`config.mk`:
```
export PLATFORM = sky130hd
export DESIGN_NAME = fetch_unit_flat
export DESIGN_NICKNAME = d
export VERILOG_FILES = /design/src/rtl/fetch_unit_if.sv /design/src/rtl/fetch_unit.sv /design/src/flat_wrapper.sv
export SDC_FILE = /design/constraint.sdc
export NUM_CORES = 1
export LEC_CHECK = 0
export BUFFER_PORTS_ARGS = -buffer_cell sky130_fd_sc_hd__buf_2
export CORE_MARGIN = 2
export CORE_UTILIZATION = 39
export CTS_CLUSTER_DIAMETER = 80
export DETAILED_ROUTE_END_ITERATION = 7
export HOLD_SLACK_MARGIN = 0.08
export SYNTH_ARGS = -nofsm -noshare
export SYNTH_HDL_FRONTEND = slang
export SYNTH_SLANG_ARGS = --single-unit
export TNS_END_PERCENT = 20
```
`constraint.sdc`:
```
create_clock -name clk_i -period 4.1 [get_ports clk_i]
set_input_delay 0.82 -clock clk_i [delete_from_list [all_inputs] [get_ports clk_i]]
set_output_delay 0.82 -clock clk_i [all_outputs]
set_load 0.02 [all_outputs]
```
`src/rtl/fetch_unit_if.sv`:
```
// Fetch-stage bundle: memory read port plus the decoder-side valid/ready
// handshake, jump redirect and halt.
interface fetch_unit_if;
   logic [15:0] mem_address;
   logic        mem_enable;
   logic        mem_load;
   logic [15:0] mem_data;
   logic [15:0] instr;
   logic [15:0] instr_pc;
   logic        instr_valid;
   logic        instr_ready;
   logic        jump_valid;
   logic [15:0] jump_addr;
   logic        halt;

   modport master (
      output mem_address, mem_enable, mem_load, instr, instr_pc, instr_valid,
      input  mem_data, instr_ready, jump_valid, jump_addr, halt
   );

   modport slave (
      input  mem_address, mem_enable, mem_load, instr, instr_pc, instr_valid,
      output mem_data, instr_ready, jump_valid, jump_addr, halt
   );
endinterface

```
`src/rtl/fetch_unit.sv`:
```
// Instruction fetch: PC, one pipelined read per cycle into a small in-order
// buffer of {word, pc}, with jump flush and halt.
module fetch_unit #(
   parameter logic [15:0] RESET_VECTOR = 16'h0000,
   parameter int unsigned DEPTH        = 2
) (
   input  logic          clk_i,
   input  logic          reset_i,
   fetch_unit_if.master  fu
);
   localparam int unsigned CW      = $clog2(DEPTH + 1);
   localparam logic [CW:0] DEPTH_W = (CW + 1)'(DEPTH);

   logic [15:0]   pc_q, pc_d;
   logic [15:0]   pend_pc_q, pend_pc_d;
   logic          pend_q, pend_d;
   logic [15:0]   word_q [DEPTH];
   logic [15:0]   word_d [DEPTH];
   logic [15:0]   wpc_q  [DEPTH];
   logic [15:0]   wpc_d  [DEPTH];
   logic [CW-1:0] count_q, count_d, wr_idx;
   logic [CW:0]   occ;
   logic          pop, push, issue;

   assign pop    = (count_q != '0) & fu.instr_ready;
   assign push   = pend_q & ~fu.jump_valid;
   // Occupancy after this cycle's pop plus the read already in flight.
   assign occ    = {1'b0, count_q} + (CW + 1)'(pend_q) - (CW + 1)'(pop);
   assign issue  = ~reset_i & ~fu.halt & ~fu.jump_valid & (occ < DEPTH_W);
   assign wr_idx = count_q - CW'(pop);

   assign fu.mem_address = pc_q;
   assign fu.mem_enable  = issue;
   assign fu.mem_load    = 1'b0;
   assign fu.instr       = word_q[0];
   assign fu.instr_pc    = wpc_q[0];
   assign fu.instr_valid = (count_q != '0);

   always_comb begin
      pc_d      = pc_q;
      pend_d    = 1'b0;
      pend_pc_d = pend_pc_q;
      word_d    = word_q;
      wpc_d     = wpc_q;
      count_d   = count_q + CW'(push) - CW'(pop);

      if (issue) begin
         pc_d      = pc_q + 16'd1;
         pend_d    = 1'b1;
         pend_pc_d = pc_q;
      end

      // Head lives at index 0: shift on pop, then write at the post-pop tail.
      if (pop) begin
         for (int unsigned i = 0; i < DEPTH - 1; i++) begin
            word_d[i] = word_q[i + 1];
            wpc_d[i]  = wpc_q[i + 1];
         end
      end
      for (int unsigned i = 0; i < DEPTH; i++) begin
         if (push && (CW'(i) == wr_idx)) begin
            word_d[i] = fu.mem_data;
            wpc_d[i]  = pend_pc_q;
         end
      end

      if (fu.jump_valid) begin
         pc_d    = fu.jump_addr;
         pend_d  = 1'b0;
         count_d = '0;
      end
   end

   always_ff @(posedge clk_i) begin
      if (reset_i) begin
         pc_q      <= RESET_VECTOR;
         pend_q    <= 1'b0;
         pend_pc_q <= '0;
         count_q   <= '0;
         word_q    <= '{default: '0};
         wpc_q     <= '{default: '0};
      end else begin
         pc_q      <= pc_d;
         pend_q    <= pend_d;
         pend_pc_q <= pend_pc_d;
         count_q   <= count_d;
         word_q    <= word_d;
         wpc_q     <= wpc_d;
      end
   end
endmodule

```
`src/flat_wrapper.sv`:
```
// flat-port wrapper written by rule: the top's interface ports become plain ports
module fetch_unit_flat 
#(
   parameter logic [15:0] RESET_VECTOR = 16'h0000,
   parameter int unsigned DEPTH        = 2
)
  (clk_i, reset_i, fu_mem_address, fu_mem_enable, fu_mem_load, fu_instr, fu_instr_pc, fu_instr_valid, fu_mem_data, fu_instr_ready, fu_jump_valid, fu_jump_addr, fu_halt);
  fetch_unit_if fu_i ();
  input  logic clk_i;
  input  logic reset_i;
  output wire logic [$bits(fu_i.mem_address)-1:0] fu_mem_address;
  output wire logic [$bits(fu_i.mem_enable)-1:0] fu_mem_enable;
  output wire logic [$bits(fu_i.mem_load)-1:0] fu_mem_load;
  output wire logic [$bits(fu_i.instr)-1:0] fu_instr;
  output wire logic [$bits(fu_i.instr_pc)-1:0] fu_instr_pc;
  output wire logic [$bits(fu_i.instr_valid)-1:0] fu_instr_valid;
  input wire logic [$bits(fu_i.mem_data)-1:0] fu_mem_data;
  input wire logic [$bits(fu_i.instr_ready)-1:0] fu_instr_ready;
  input wire logic [$bits(fu_i.jump_valid)-1:0] fu_jump_valid;
  input wire logic [$bits(fu_i.jump_addr)-1:0] fu_jump_addr;
  input wire logic [$bits(fu_i.halt)-1:0] fu_halt;
  assign fu_mem_address = fu_i.mem_address;
  assign fu_mem_enable = fu_i.mem_enable;
  assign fu_mem_load = fu_i.mem_load;
  assign fu_instr = fu_i.instr;
  assign fu_instr_pc = fu_i.instr_pc;
  assign fu_instr_valid = fu_i.instr_valid;
  assign fu_i.mem_data = fu_mem_data;
  assign fu_i.instr_ready = fu_instr_ready;
  assign fu_i.jump_valid = fu_jump_valid;
  assign fu_i.jump_addr = fu_jump_addr;
  assign fu_i.halt = fu_halt;
  fetch_unit #(.RESET_VECTOR(RESET_VECTOR), .DEPTH(DEPTH)) u_core (.clk_i(clk_i), .reset_i(reset_i), .fu(fu_i));
endmodule
```
After elaboration in Yosys (flattened, before gate mapping)
Cells that the tools add are included.
Word-level totals
  bits of input ports: 37
  word-level logic and storage cells: 38
  output and inout bits: 51
  bits in registers: 99
Cells by class
  bitwise operators: 8
  equality and inequality tests: 1
  mux-type cells: 7
  $lt $le $gt $ge: 1
  reductions and logical operators: 7
  add/sub/neg operators: 6
Operator list (count)
  $mux W16: 6
  $add A16 B1 Y16 const B: 1
  $reduce_bool A2 Y1: 3
  $and A1 B1 Y1: 5
  $sub A2 B1 Y2: 2
  $add A2 B1 Y3: 1
  $lt A3 B2 Y1 const B: 1
  $not A1 Y1: 3
  $sub A3 B1 Y3: 1
  $add A2 B1 Y2: 1
  $eq A1 B2 Y1 const A: 1
  $logic_and A1 B1 Y1: 2
  $logic_not A2 Y1: 1
  $reduce_or A2 Y1: 1
  $mux W1: 1

Logic depth before layout (Yosys ltp)
  word-level depth: 7
  mapped depth: 14
  depth with buffers taken out: 9

Least setup slack after synthesis
OpenSTA, ideal clock, no wires.
  path type: input to output
  from: input fu_instr_ready
  to: output fu_mem_enable
  arrival: 3333 ps
  required time: 3280 ps
  setup slack: -53 ps
  path buffers: 6
  stages: 12
  cell sequence: clkbuf_1 -> nand2_1 -> buf_2 -> nor2_1 -> fa_1 -> or4b_1 -> buf_2 -> or2_1 -> buf_2 -> clkinv_1 -> buf_2 -> buf_4
On the way
  word-level cells in the longest chain between the ends: 4
RTL lines
  start, declared: RTL line flat_wrapper.sv:18  | input wire logic [$bits(fu_i.instr_ready)-1:0] fu_instr_ready;
  $and A1 B1 Y1: RTL line fetch_unit.sv:25  | assign pop = (count_q != '0) & fu.instr_ready;
  $sub A3 B1 Y3: RTL line fetch_unit.sv:28  | assign occ = {1'b0, count_q} + (CW + 1)'(pend_q) - (CW + 1)'(pop);
  $lt A3 B2 Y1: RTL line fetch_unit.sv:29  | assign issue = ~reset_i & ~fu.halt & ~fu.jump_valid & (occ < DEPTH_W);
  $and A1 B1 Y1: RTL line fetch_unit.sv:29
  end, declared: RTL line flat_wrapper.sv:12  | output wire logic [$bits(fu_i.mem_enable)-1:0] fu_mem_enable;
No other way between the ends.

Worst setup path in the final report
  from: register u_core.count_q[1]
  to: output fu_mem_enable
On the way
  word-level cells in the longest chain between the ends: 5
  elaborated cells on any way between the ends: 6
  classes of those cells: add/sub (2); order compare (1); bitwise (2); reduce/logical (1)
RTL lines
  start, declared: RTL line fetch_unit.sv:21  | logic [CW-1:0] count_q, count_d, wr_idx;
  start signal, assigned: RTL line fetch_unit.sv:86  | count_q <= count_d;
  parallel branches: the longest is 2 deep, another holds $add A2 B1 Y3
  $sub A3 B1 Y3 *: RTL line fetch_unit.sv:28
  $lt A3 B2 Y1 *: RTL line fetch_unit.sv:29
  $and A1 B1 Y1 *: RTL line fetch_unit.sv:29
Mark *: on every way between the ends.

==> flow_summary.yaml <==
critical_path:
  crit_type: "reg2out"
  arrival_ns: 2.78
  max_stage_delay_ns: 0.54
  r2r_start: "u_core.count_q[1]"
  rr_worst_depth: 9
  r2r_setup_slack_ns: 0.89
  start_kind: "register"
  cp-end-kind: "output pin"
  path_cells: "or2_2 > nand2_2 > nor2_1 > fa_1 > or4b_1 > or2_1 > clkinv_1 > buf_2"
  critPathMaxFanout: 6
  slowest_stage: "or4b_1"
  worstPathRequired_ns: 3.28
  cp_top_family: "simple AND/OR/NAND/NOR gates"
  path_buf_inv: 2
  rr_endpoint: "u_core.fu.mem_address[9]"
hold_path:
  min_path_type: "reg2reg"
  hold_start: "u_core.pend_pc_q[3]"
  hold-path-cell-count: 2
  worstHoldEndpoint: "u_core.pend_pc_q[3]"
floorplan:
  placementRows: 39
  dieArea_um2: 12400
  core_um2: 11300
  die_x_um: 111
  pin_count: 88
  start_util: 0.396
  die_y_um: 111
yosys:
  synth.distinct_cells: 49
  synth_edf_count: 0
  syn-num-nets: 538
  synth_cells: 498
  avgSynthCellArea_um2: 8.99
  yosysWarnings: 0
  ys_seq_area_frac: 0.442
  async_flop_share: 0
  syn_area_um2: 4480
  ys_ff_latch: 99
  synth_top_flop_cell: "dfxtp_1"
clocking:
  clock_path_buffers: 2
  numClockSinks: 99
  clk_latency_ns: 0.34
  root_buffer: "clkbuf_16"
  hold_buffers: 0
  clk_pin_slew_ns: 0.07
  cts_setup_buffers: 0
  numCtsBuffers: 9
  cts_resized: 0
  cts_tree: "built"
  cts_max_level: 3
final_layout:
  diodes: 0
  final_cell_area_um2: 5060
  drive_gt1_frac: 0.216
  layout_common_cells: "dfxtp_1, buf_2, nor2_1"
  area_delta_synth_final_pct: 12.9
  layout.nets: 573
  final_common_cell: "dfxtp_1"
placement:
  place_congestion: 0.889
  dp_hpwl_um: 6580
  post-place-ws_ns: 0.530
  io_buffers: 86
  placed_area_um2: 4740
grt:
  grt_pass1_vias: 3377
  antenna_found_initial: 0
  grt-ovfl-total: 0
  grt_max_degree: 66
  grtUsageTotal: 0.163
  grt_pass1_wl_um: 16600
sta:
  fin_hold_ws_ns: 0.477
  setup_slack_ns: 0.502
  max_freq_mhz: 278
  setup_viol: 0
  fin_crit_sh: 0.877
  rsz0062_at_grt: "no"
  slew_viol_final: 0
  period_needed_ns: 3.60
  slew_headroom: 0.555
  fin_skew_ns: 0.00502
  worst_pin_slew_ns: 0.667
  hold_viol: 0
  setup_tns_ns: 0
power_and_ir_drop:
  ir_worst_vdd_v: 0.000269
  p_leak_nw: 2.46
  power_density_nw_per_um2: 410
  total_power_mw: 2.07
drt:
  wl_met2_um: 4520
  wl_per_cell_um: 14.5
  via_per_inst: 5.23
  num_vias: 3564
  routed.top_layer: "met4"
  finalWirelength_um: 9900
  ant_nets: 0
  drc: 0
  wl_met1_um: 4690
  first_pass_iters: 4
  drtIter0Drc: 180
  wl_met3_um: 520
outcome:
  outcome: "complete, no violations"
job:
  max-cap-violations: 0
==> through the flow <==
stage / util / cells
after floorplan: - / 498
after global placement: 0.418 / 665
after detailed placement: 0.418 / 665
after CTS: 0.447 / 681
after global routing: 0.447 / 681
final: 0.447 / 681
==> power breakdown <==
| part | internal, mW | total, mW | switching [mW] |
|---|---|---|---|
| clock | 0.535 | 0.901 | 0.367 |
| sequential | 0.986 | 1.01 | 0.0274 |
| combinational | 0.0595 | 0.159 | 0.100 |
==> synthesized netlist by cell type, drive strengths merged (2+ instances only) <==
master | count | share of area
a211oi | 32 | 0.054
a21oi | 24 | 0.027
a31oi | 8 | 0.011
and2 | 5 | 0.0070
and3 | 3 | 0.0042
buf | 46 | 0.072
clkbuf | 23 | 0.019
dfxtp | 99 | 0.44
ha | 2 | 0.0056
inv | 9 | 0.0075
mux2i | 64 | 0.14
nand2 | 45 | 0.038
nand3 | 7 | 0.0078
nand3b | 2 | 0.0034
nand4 | 5 | 0.0070
nor2 | 67 | 0.056
nor3 | 6 | 0.0067
nor4 | 5 | 0.0070
o211ai | 5 | 0.0084
o21ai | 3 | 0.0034
o22ai | 4 | 0.0056
o311ai | 2 | 0.0039
o32ai | 2 | 0.0039
or2 | 3 | 0.0042
or3 | 2 | 0.0028
or4 | 3 | 0.0050
xnor2 | 3 | 0.0059
xor2 | 2 | 0.0039
==> per-layer routing <==
metal,GRT usage,vias to the layer above
met2,0.257,109
met1,0.219,1653
met4,0.0667,0
met3,0.0334,14
met5,0,-
li1,-,1788
==> how the worst max path moves through the flow <==
stage	end	slack (ns)	from	cells past startpoint
2_1_floorplan	fu_mem_enable	0.02	fu_instr_ready	12
5_1_grt	fu_mem_enable	0.36	u_core.count_q[1]	8
3_3_place_gp	fu_mem_enable	0.50	fu_instr_ready	8
3_5_place_dp	fu_mem_enable	0.53	fu_instr_ready	8
4_1_cts	fu_mem_enable	0.46	u_core.count_q[1]	8
6_report	fu_mem_enable	0.50	u_core.count_q[1]	8
==> cell families after synthesis <==
| family | after synthesis | share of synthesized area |
|---|---|---|
| and+or+nand+nor | 156 | 0.154 |
| adders and majority gates | 3 | 0.0101 |
| muxes | 65 | 0.146 |
| DFF | 99 | 0.442 |
| buffers and inverters | 79 | 0.0992 |
| xor gates and xnor gates | 5 | 0.00978 |
| other | 1 | 0.000837 |
| AOI/OAI and AO/OA | 90 | 0.138 |
==> flip-flops by register name (all words and copies together), names as in the netlist <==
name,cells
u_core.pend_pc_q,16
u_core.fu.instr,16
u_core.word_q,16
u_core.fu.instr_pc,16
u_core.fu.mem_address,16
u_core.count_q,2
u_core.pend_q,1
u_core.wpc_q,16
==> tightest hold or removal path: stages (launching register included) <==
cell	delay [ns]
dfxtp_1	0.32
nand2_1	0.06
a21oi_1	0.05
==> area by class of cell <==
cell class | instances | area (um2)
Clock inverter | 6 | 90.1
Fill cell | 1111 | 6260
Timing Repair Buffer | 93 | 483
Clock buffer | 10 | 229
Inverter | 10 | 37.5
Tap cell | 143 | 179
Sequential cell | 99 | 1980
Multi-Input combinational cell | 320 | 2060
Note: power is estimated with default switching activity, not from simulation.
